**src/rtl/audio_fifo_bridge.sv**
```systemverilog
// Bus-mapped stream FIFO: a producer pushes words, the host pops them through DATA
// and manages a watermark/overflow interrupt through STATUS, CTRL and CMD.
module audio_fifo_bridge #(
    parameter int DATA_SIZE = 28,
    parameter int DEPTH     = 64,
    parameter int LVL_W     = $clog2(DEPTH + 1)
) (
    input  logic                 clk,
    input  logic                 reset,
    input  logic                 chipselect,
    input  logic [1:0]           address,
    input  logic                 read,
    input  logic                 write,
    input  logic [31:0]          write_data,
    output logic [31:0]          read_data,
    input  logic                 source_valid,
    input  logic [DATA_SIZE-1:0] source_data,
    output logic                 source_ready,
    output logic                 irq
);

    localparam int PTR_W = (DEPTH > 1) ? $clog2(DEPTH) : 1;
    localparam logic [LVL_W-1:0] DEPTH_L = LVL_W'(DEPTH);
    localparam logic [PTR_W-1:0] LAST_P  = PTR_W'(DEPTH - 1);

    localparam logic [1:0] ADDR_DATA   = 2'd0;
    localparam logic [1:0] ADDR_STATUS = 2'd1;
    localparam logic [1:0] ADDR_CTRL   = 2'd2;
    localparam logic [1:0] ADDR_CMD    = 2'd3;

    logic [DATA_SIZE-1:0] mem_q [DEPTH];

    logic [PTR_W-1:0] wr_ptr_q, wr_ptr_d;
    logic [PTR_W-1:0] rd_ptr_q, rd_ptr_d;
    logic [LVL_W-1:0] level_q, level_d;
    logic [LVL_W-1:0] wm_q, wm_d;
    logic             ovf_q, ovf_d;
    logic             unf_q, unf_d;
    logic             irq_pend_q, irq_pend_d;
    logic             wm_ie_q, wm_ie_d;
    logic             ovf_ie_q, ovf_ie_d;
    logic [31:0]      read_data_q, read_data_d;

    logic        full, empty;
    logic        rd_qual, wr_qual;
    logic        push, pop, flush, cmd_wr, ctrl_wr;
    logic [31:0] head_word, status_word, ctrl_word;
    logic [15:0] wm_wr;
    logic        unused_wdata;

    function automatic logic [PTR_W-1:0] ptr_inc(input logic [PTR_W-1:0] p);
        return (p == LAST_P) ? '0 : p + PTR_W'(1);
    endfunction

    assign full         = (level_q == DEPTH_L);
    assign empty        = (level_q == '0);
    assign source_ready = !full;
    assign read_data    = read_data_q;
    assign irq          = irq_pend_q;
    assign unused_wdata = ^write_data[31:18];

    // A read strobe wins over a write strobe in the same bus cycle.
    assign rd_qual = chipselect && read;
    assign wr_qual = chipselect && write && !read;
    assign cmd_wr  = wr_qual && (address == ADDR_CMD);
    assign ctrl_wr = wr_qual && (address == ADDR_CTRL);
    assign flush   = cmd_wr && write_data[0];
    assign pop     = rd_qual && (address == ADDR_DATA) && !empty;
    assign push    = source_valid && !full && !flush;
    assign wm_wr   = write_data[15:0];

    always_comb begin
        head_word                   = '0;
        head_word[DATA_SIZE-1:0]    = mem_q[rd_ptr_q];

        status_word                 = '0;
        status_word[31]             = ovf_q;
        status_word[30]             = unf_q;
        status_word[29]             = irq_pend_q;
        status_word[17]             = full;
        status_word[16]             = empty;
        status_word[LVL_W-1:0]      = level_q;

        ctrl_word                   = '0;
        ctrl_word[LVL_W-1:0]        = wm_q;
        ctrl_word[16]               = wm_ie_q;
        ctrl_word[17]               = ovf_ie_q;

        read_data_d = '0;
        if (rd_qual) begin
            case (address)
                ADDR_DATA:   read_data_d = empty ? '0 : head_word;
                ADDR_STATUS: read_data_d = status_word;
                ADDR_CTRL:   read_data_d = ctrl_word;
                default:     read_data_d = '0;
            endcase
        end
    end

    always_comb begin
        wr_ptr_d = wr_ptr_q;
        rd_ptr_d = rd_ptr_q;
        level_d  = level_q;
        if (flush) begin
            wr_ptr_d = '0;
            rd_ptr_d = '0;
            level_d  = '0;
        end else begin
            if (push) wr_ptr_d = ptr_inc(wr_ptr_q);
            if (pop)  rd_ptr_d = ptr_inc(rd_ptr_q);
            if (push && !pop)      level_d = level_q + LVL_W'(1);
            else if (pop && !push) level_d = level_q - LVL_W'(1);
        end
    end

    always_comb begin
        // Same-cycle set beats a CMD clear so an event is never lost.
        ovf_d = (ovf_q && !(cmd_wr && write_data[1])) || (source_valid && full);
        unf_d = (unf_q && !(cmd_wr && write_data[2])) ||
                (rd_qual && (address == ADDR_DATA) && empty);

        wm_d     = wm_q;
        wm_ie_d  = wm_ie_q;
        ovf_ie_d = ovf_ie_q;
        if (ctrl_wr) begin
            wm_d     = (wm_wr > 16'(DEPTH)) ? DEPTH_L : wm_wr[LVL_W-1:0];
            wm_ie_d  = write_data[16];
            ovf_ie_d = write_data[17];
        end

        irq_pend_d = (wm_ie_q && (wm_q != '0) && (level_q >= wm_q)) || (ovf_ie_q && ovf_q);
    end

    always_ff @(posedge clk) begin
        if (push) mem_q[wr_ptr_q] <= source_data;
    end

    always_ff @(posedge clk) begin
        if (reset) begin
            wr_ptr_q    <= '0;
            rd_ptr_q    <= '0;
            level_q     <= '0;
            wm_q        <= '0;
            ovf_q       <= 1'b0;
            unf_q       <= 1'b0;
            irq_pend_q  <= 1'b0;
            wm_ie_q     <= 1'b0;
            ovf_ie_q    <= 1'b0;
            read_data_q <= '0;
        end else begin
            wr_ptr_q    <= wr_ptr_d;
            rd_ptr_q    <= rd_ptr_d;
            level_q     <= level_d;
            wm_q        <= wm_d;
            ovf_q       <= ovf_d;
            unf_q       <= unf_d;
            irq_pend_q  <= irq_pend_d;
            wm_ie_q     <= wm_ie_d;
            ovf_ie_q    <= ovf_ie_d;
            read_data_q <= read_data_d;
        end
    end

endmodule

```
**config.mk**
```make
export PLATFORM = sky130hd
export DESIGN_NAME = audio_fifo_bridge
export DESIGN_NICKNAME = d
export VERILOG_FILES = /design/src/rtl/audio_fifo_bridge.sv
export SDC_FILE = /design/constraint.sdc
export NUM_CORES = 2
export LEC_CHECK = 0
export CAP_MARGIN = 20
export CELL_PAD_IN_SITES_DETAIL_PLACEMENT = 1
export CELL_PAD_IN_SITES_GLOBAL_PLACEMENT = 1
export CORE_MARGIN = 5
export CORE_UTILIZATION = 40
export DETAILED_ROUTE_END_ITERATION = 10
export PLACE_DENSITY_LB_ADDON = 0.1
export SLEW_MARGIN = 20
export SYNTH_ARGS = -nofsm -noshare
export SYNTH_HDL_FRONTEND = slang
export SYNTH_SLANG_ARGS = --single-unit
```
**constraint.sdc**
```tcl
create_clock -name clk -period 9.9 [get_ports clk]
set_clock_uncertainty 0.1 [all_clocks]
set_input_delay 1.98 -clock clk [delete_from_list [all_inputs] [get_ports clk]]
set_output_delay 1.98 -clock clk [all_outputs]
set_load 0.005 [all_outputs]
```
; ---- After elaboration in Yosys (flattened, before gate mapping)
; Memory sizes are Yosys's and may differ from the RTL's. A register that Yosys moved wholly into a read port is not among the register bits.
; Index checks and enable logic that the tools add are counted.
[totals]
reg_bits = 63
mem_bits_rw = 1792
input_bits = 68
output_inout_bits = 34
elab_cells = 73
n_memories = 1
[memory_table]
columns = name, depth, width, read_ports, rd_ports_with_merged_regs, wr, line
row1 = mem_q, 64, 28, 1, 1, 1, 31  ; logic [DATA_SIZE-1:0] mem_q [DEPTH];
[classes]
n_addsub = 4
magnitude_cmp = 2
eq_ne = 6
muxes = 11
bitwise = 1
n_reduce_logical = 38
[op_table]
columns = cell, n
row1 = 32-bit one-hot mux with 3 select lines, 1
row2 = 28-bit two-way mux, 1
row3 = 6-bit two-way mux, 4
row4 = 1-bit logical AND, 21
row5 = 7-bit two-way mux, 3
row6 = 16-bit by 7-bit greater-than comparator with 1-bit output (second input constant), 1
row7 = 6-bit by 1-bit adder with 6-bit output (second input constant), 2
row8 = 6-bit equality test (second input constant), 2
row9 = 1-bit logical NOT, 8
row10 = 7-bit by 1-bit adder with 7-bit output (second input constant), 1
row11 = 7-bit equality test (second input constant), 1
row12 = 7-bit >= comparator, 1
row13 = 7-bit logical NOT, 1
row14 = 7-bit nonzero test, 1
row15 = 7-bit by 1-bit subtractor with 7-bit output (second input constant), 1
row16 = 2-bit equality test (second input constant), 2
row17 = 2-bit OR reduction, 2
row18 = 1-bit logical OR, 3
row19 = 2-bit by 1-bit equality test with 1-bit output (second input constant), 1
row20 = 2-bit logical NOT, 1
row21 = 1-bit two-way mux, 2
row22 = 2-bit nonzero test, 1
row23 = 1-bit inverter, 1

; ---- Depth between registers and ports, before layout
[depth]
ltp_word = 10
ltp_mapped = 14
depth_no_buf = 13

; ---- Worst setup path before layout
; OpenSTA, ideal clock, no wires.
[synth_timing]
path_type = input-to-reg
from = in write
to = mem mem_q[59][0] (enable)
setup_time_ps = 413
t_arrival_ps = 4312
setup_slack_ps = 5075
path_stages = 7
n_path_buf = 1
cell_sequence = and3b_1 nand3_1 and3_1 clkbuf_1 and2_0 nand3_1 nor2_1
[synth_via]
elab_chain_cells = 8
[synth_rtl]
columns = item, line
row1 = "start, declared", 13  ; input logic write,
row2 = 1-bit logical AND (2 in series), 64  ; assign wr_qual = chipselect && write && !read;
row3 = 1-bit logical AND, 65  ; assign cmd_wr = wr_qual && (address == ADDR_CMD);
row4 = 1-bit logical AND, 67  ; assign flush = cmd_wr && write_data[0];
row5 = 1-bit logical NOT, 69  ; assign push = source_valid && !full && !flush;
row6 = 1-bit logical AND, 69
row7 = net push, 46  ; logic push, pop, flush, cmd_wr, ctrl_wr;
row8 = 1-bit two-way mux, 135  ; if (push) mem_q[wr_ptr_q] <= source_data;
row9 = 1-bit two-way mux (not written as such), 135
row10 = "end, declared", 31
; The timed path passes the listed nets, and every way through them passes these cells.

; ---- Worst setup path in the final report
[layout_timing]
from = in chipselect
to = reg level_q[6]
[layout_via]
elab_chain_cells = 9
[layout_rtl]
columns = item, line
row1 = "start, declared", 10  ; input logic chipselect,
row2 = 1-bit logical AND (2 in series), 64
row3 = 1-bit logical AND, 65
row4 = 1-bit logical AND, 67
row5 = 1-bit logical NOT, 69
row6 = 1-bit logical AND, 69
row7 = 1-bit logical NOT, 112  ; else if (pop && !push) level_d = level_q - LVL_W'(1);
row8 = 1-bit logical AND, 112
row9 = 2-bit nonzero test (no source line), -
row10 = "end signal, assigned", 153  ; level_q <= level_d;
row11 = "end, declared", 35  ; logic [LVL_W-1:0] level_q, level_d;
; Parallel ways exist; a longest one is shown, timed or not.
; A chain may end at the register's enable or synchronous reset.

==> reports/results.txt <==
status - finished clean
Ys Warns - 0
initial drt markers - 2810
Fillers - 15700
syn nets - 3121
Reg area - 55200 µm²
DR DRC count - 0
Die W - 431 µm
Final Hold Fails - 0
H-tree levels - 4
number of enable flip-flop cells after synthesis - 1792
fmax - 186 MHz
Synth-to-Final Area Change - 14.8%
antenna violations before repair - 14
Adder-Cell Fraction of Synth Area - 0.310%
max cap viols - 0
Die Span Y - 431 µm
routability cong. - 0.781
die area - 186000 µm²
Core ar. - 176000 µm²
Post-Route Setup TNS - 0 ns
Power Density - 202 nW/µm²
layout cells sized above 1 - 29.6%
Crit. End Element - flip-flop
Worst Max-Slew Pin Slew - 1.30 ns
ys async rst share - 0%
RSZ-0062 raised after global routing - false
top cell type's share of synthesized area - 75.8%
register share of total power - 53.1%
GRT Max-Usage Layer - met2
Post-Layout Cell Count - 5791
post-layout util - 46.2%
Final setup viols - 0
number of global-route vias before repair - 35100
switch share - 21.3%
number of setup buffers added after CTS - 0
Avg Cell Area, Syn - 23.4 µm²
met1 GRT Util - 26.8%
WHS Path Cells - 2
simple-gate area share of the yosys netlist - 1.67%
DR pass1 iterations - 5
Ports - 102
Post-Synth XOR/XNOR Area - 0.160%
number of synthesized register bits - 1860
Critical Path RT - 10.47 ns
clk sink count - 1860
period utilization - 54.2%
Setup CP Type - input pin to flip-flop
Placed Cells - 5424
main combinational cell family by area after synthesis - multiplexers
CP max FO - 9
most area-consuming cells after synthesis - edfxtp_1, mux4_2, dfxtp_1
GR Overflow Total - 0
cts repair resizes - 0
via density per instance - 5.62
CTS max path bufs - 3
internal power - 13000 µW
Switch Pwr - 3510 µW
routed via count - 32500
Initial Utilization - 40.2%
critical path launch point type - input pin
Hold WS - 0.385 ns
met3 usage - 3.85%
CTS tree - yes
final WL - 185 mm
clock latency on the worst-skew pair - 0.82 ns
nets - 3368
Seq/Total Area, Yosys - 77.8%
Synth Area in Compound Gates - 1.45%
Port Buffer Count - 86
Num CTS Buffers - 192
synth unique cells - 58
Routed Antenna Nets - 0
CTS Root Cell - clkbuf_16
area of the multi-input gates - 15300 µm²
Clk network pwr share - 41.9%
Slew HR - 12.4%
synthesized area - 71000 µm²
min-delay worst type - flip-flop to flip-flop
largest net degree at the start of global routing - 115
gr usage total - 19.9%
r2r worst-path depth - 6
main flop type after synthesis - edfxtp_1
global-route wire length before repair - 262 mm
Gate Count Post-Synth - 3036
Comb power frac - 5.0%
dpl ws - 3.76 ns
Slew Viols, Final - 0
min cycle time layout - 5.36 ns
Leak Pwr - 0.0245 µW
Clock Pin Slew Worst Setup and Hold Paths - 0.05 ns
std cell rows - 154
CP Data Arrival Time - 5.93 ns
# hold bufs at CTS - 0
Avg WL per Cell - 32.0 µm
met2 Use GR - 33.4%
final setup margin - 4.54 ns
Peak supply drop - 0.000174 V
mux cell area share after synthesis - 17.3%
hpwl dp - 101 mm
Synth area leader - edfxtp_1
[path summary, 6_finish.rpt]
check | startpoint | endpoint | slack (ns)
worst min register to register | unf_q | unf_q | 0.39
worst max-delay path | chipselect | level_q[6] | 4.54
worst min-delay path | unf_q | unf_q | 0.39
worst max register to register | flip-flop | read_data[21] | 5.36
[area by class of cell]
cell class              instances  share of cell area (%)
multi-input cells             988                    18.8
clock buffers                 258                    6.38
diodes                          6                  0.0184
inverters                      30                   0.146
well taps                    2340                    3.59
flip-flops and latches       1860                    67.7
clock inverters                98                   0.940
repair buffers                211                    2.35
[flip-flops by register name (all words and copies together), names as in the netlist, named ones only]
| register | cells |
|---|---|
| irq | 1 |
| level_q | 7 |
| mem_q | 1792 |
| ovf_ie_q | 1 |
| ovf_q | 1 |
| rd_ptr_q | 6 |
| read_data | 31 |
| unf_q | 1 |
| wm_ie_q | 1 |
| wm_q | 7 |
| wr_ptr_q | 6 |
[power groups by stage]
stage | logic, µW | registers [µW] | clock network (µW)
2_1_floorplan | 486 | 8890 | 0
3_3_place_gp | 814 | 8910 | 0
3_5_place_dp | 844 | 8920 | 0
4_1_cts | 845 | 8750 | 7080
5_1_grt | 887 | 8750 | 7440
6_report | 822 | 8750 | 6900
[per-stage QoR]
stage	total power [µW]	cell area (µm²)
2_1_floorplan	9380	71000
3_3_place_gp	9720	75200
3_5_place_dp	9760	75400
4_1_cts	16700	81300
5_1_grt	17100	81500
6_report	16500	81500
[critical path, stage by stage]
cell and delay [ns]:
clkdlybuf4s50_1 0.49, nor4bb_1 0.64, o41a_1 0.63, clkinv_2 0.25, ha_1 0.31, inv_1 0.22, ha_1 0.31, a21o_1 0.19
a21o_1 0.23, a211o_1 0.32, o211ai_1 0.14, xnor2_1 0.15, nor2_1 0.05
[kinds of logic (layout without fill, tap and decap cells)]
family | after synthesis | count (layout)
AO/OA/AOI/OAI | 148 | 148
XOR/XNOR | 13 | 13
adder cells (fa/ha/maj) | 17 | 17
buffers and inverters | 188 | 597
flip-flops | 1860 | 1860
multiplexers | 564 | 564
other | 1 | 7
AND/OR/NAND/NOR | 245 | 245
[cells in the mapped netlist (all sizes together) (5+ instances only)]
cell	instances
mux2i	32
buf	110
nor4	7
nand2	35
mux4	532
nand3	42
o211ai	7
a21oi	19
clkbuf	48
a211oi	10
nor2b	6
o22ai	12
and2	8
nand3b	7
a22oi	39
or3	6
nor2	100
a221oi	6
xor2	7
edfxtp	1792
inv	29
dfxtp	68
nand2b	11
xnor2	6
nor3	5
o21ai	29
ha	16
a221o	14
[per-layer routing]
layer	wire length (µm)	vias up
met2	92900	847
met3	10500	245
met5	41	-
li1	-	13500
met1	76900	17900
met4	4670	6
[placed cells by master (no fill, tap or decap), types with 14 or more instances in the layout]
master           count
a21oi_1             19
a221o_1             14
a22oi_1             39
buf_2               26
buf_4              110
clkbuf_1            54
clkbuf_16          194
clkdlybuf4s50_1     58
clkinv_1            50
clkinv_2            24
dfxtp_1             65
edfxtp_1          1792
ha_1                16
inv_1               25
mux2i_1             32
mux4_2             532
nand2_1             35
nand3_1             42
nor2_1              35
nor2_4              64
o21ai_0             24
Power figures use the tool's default switching activity.
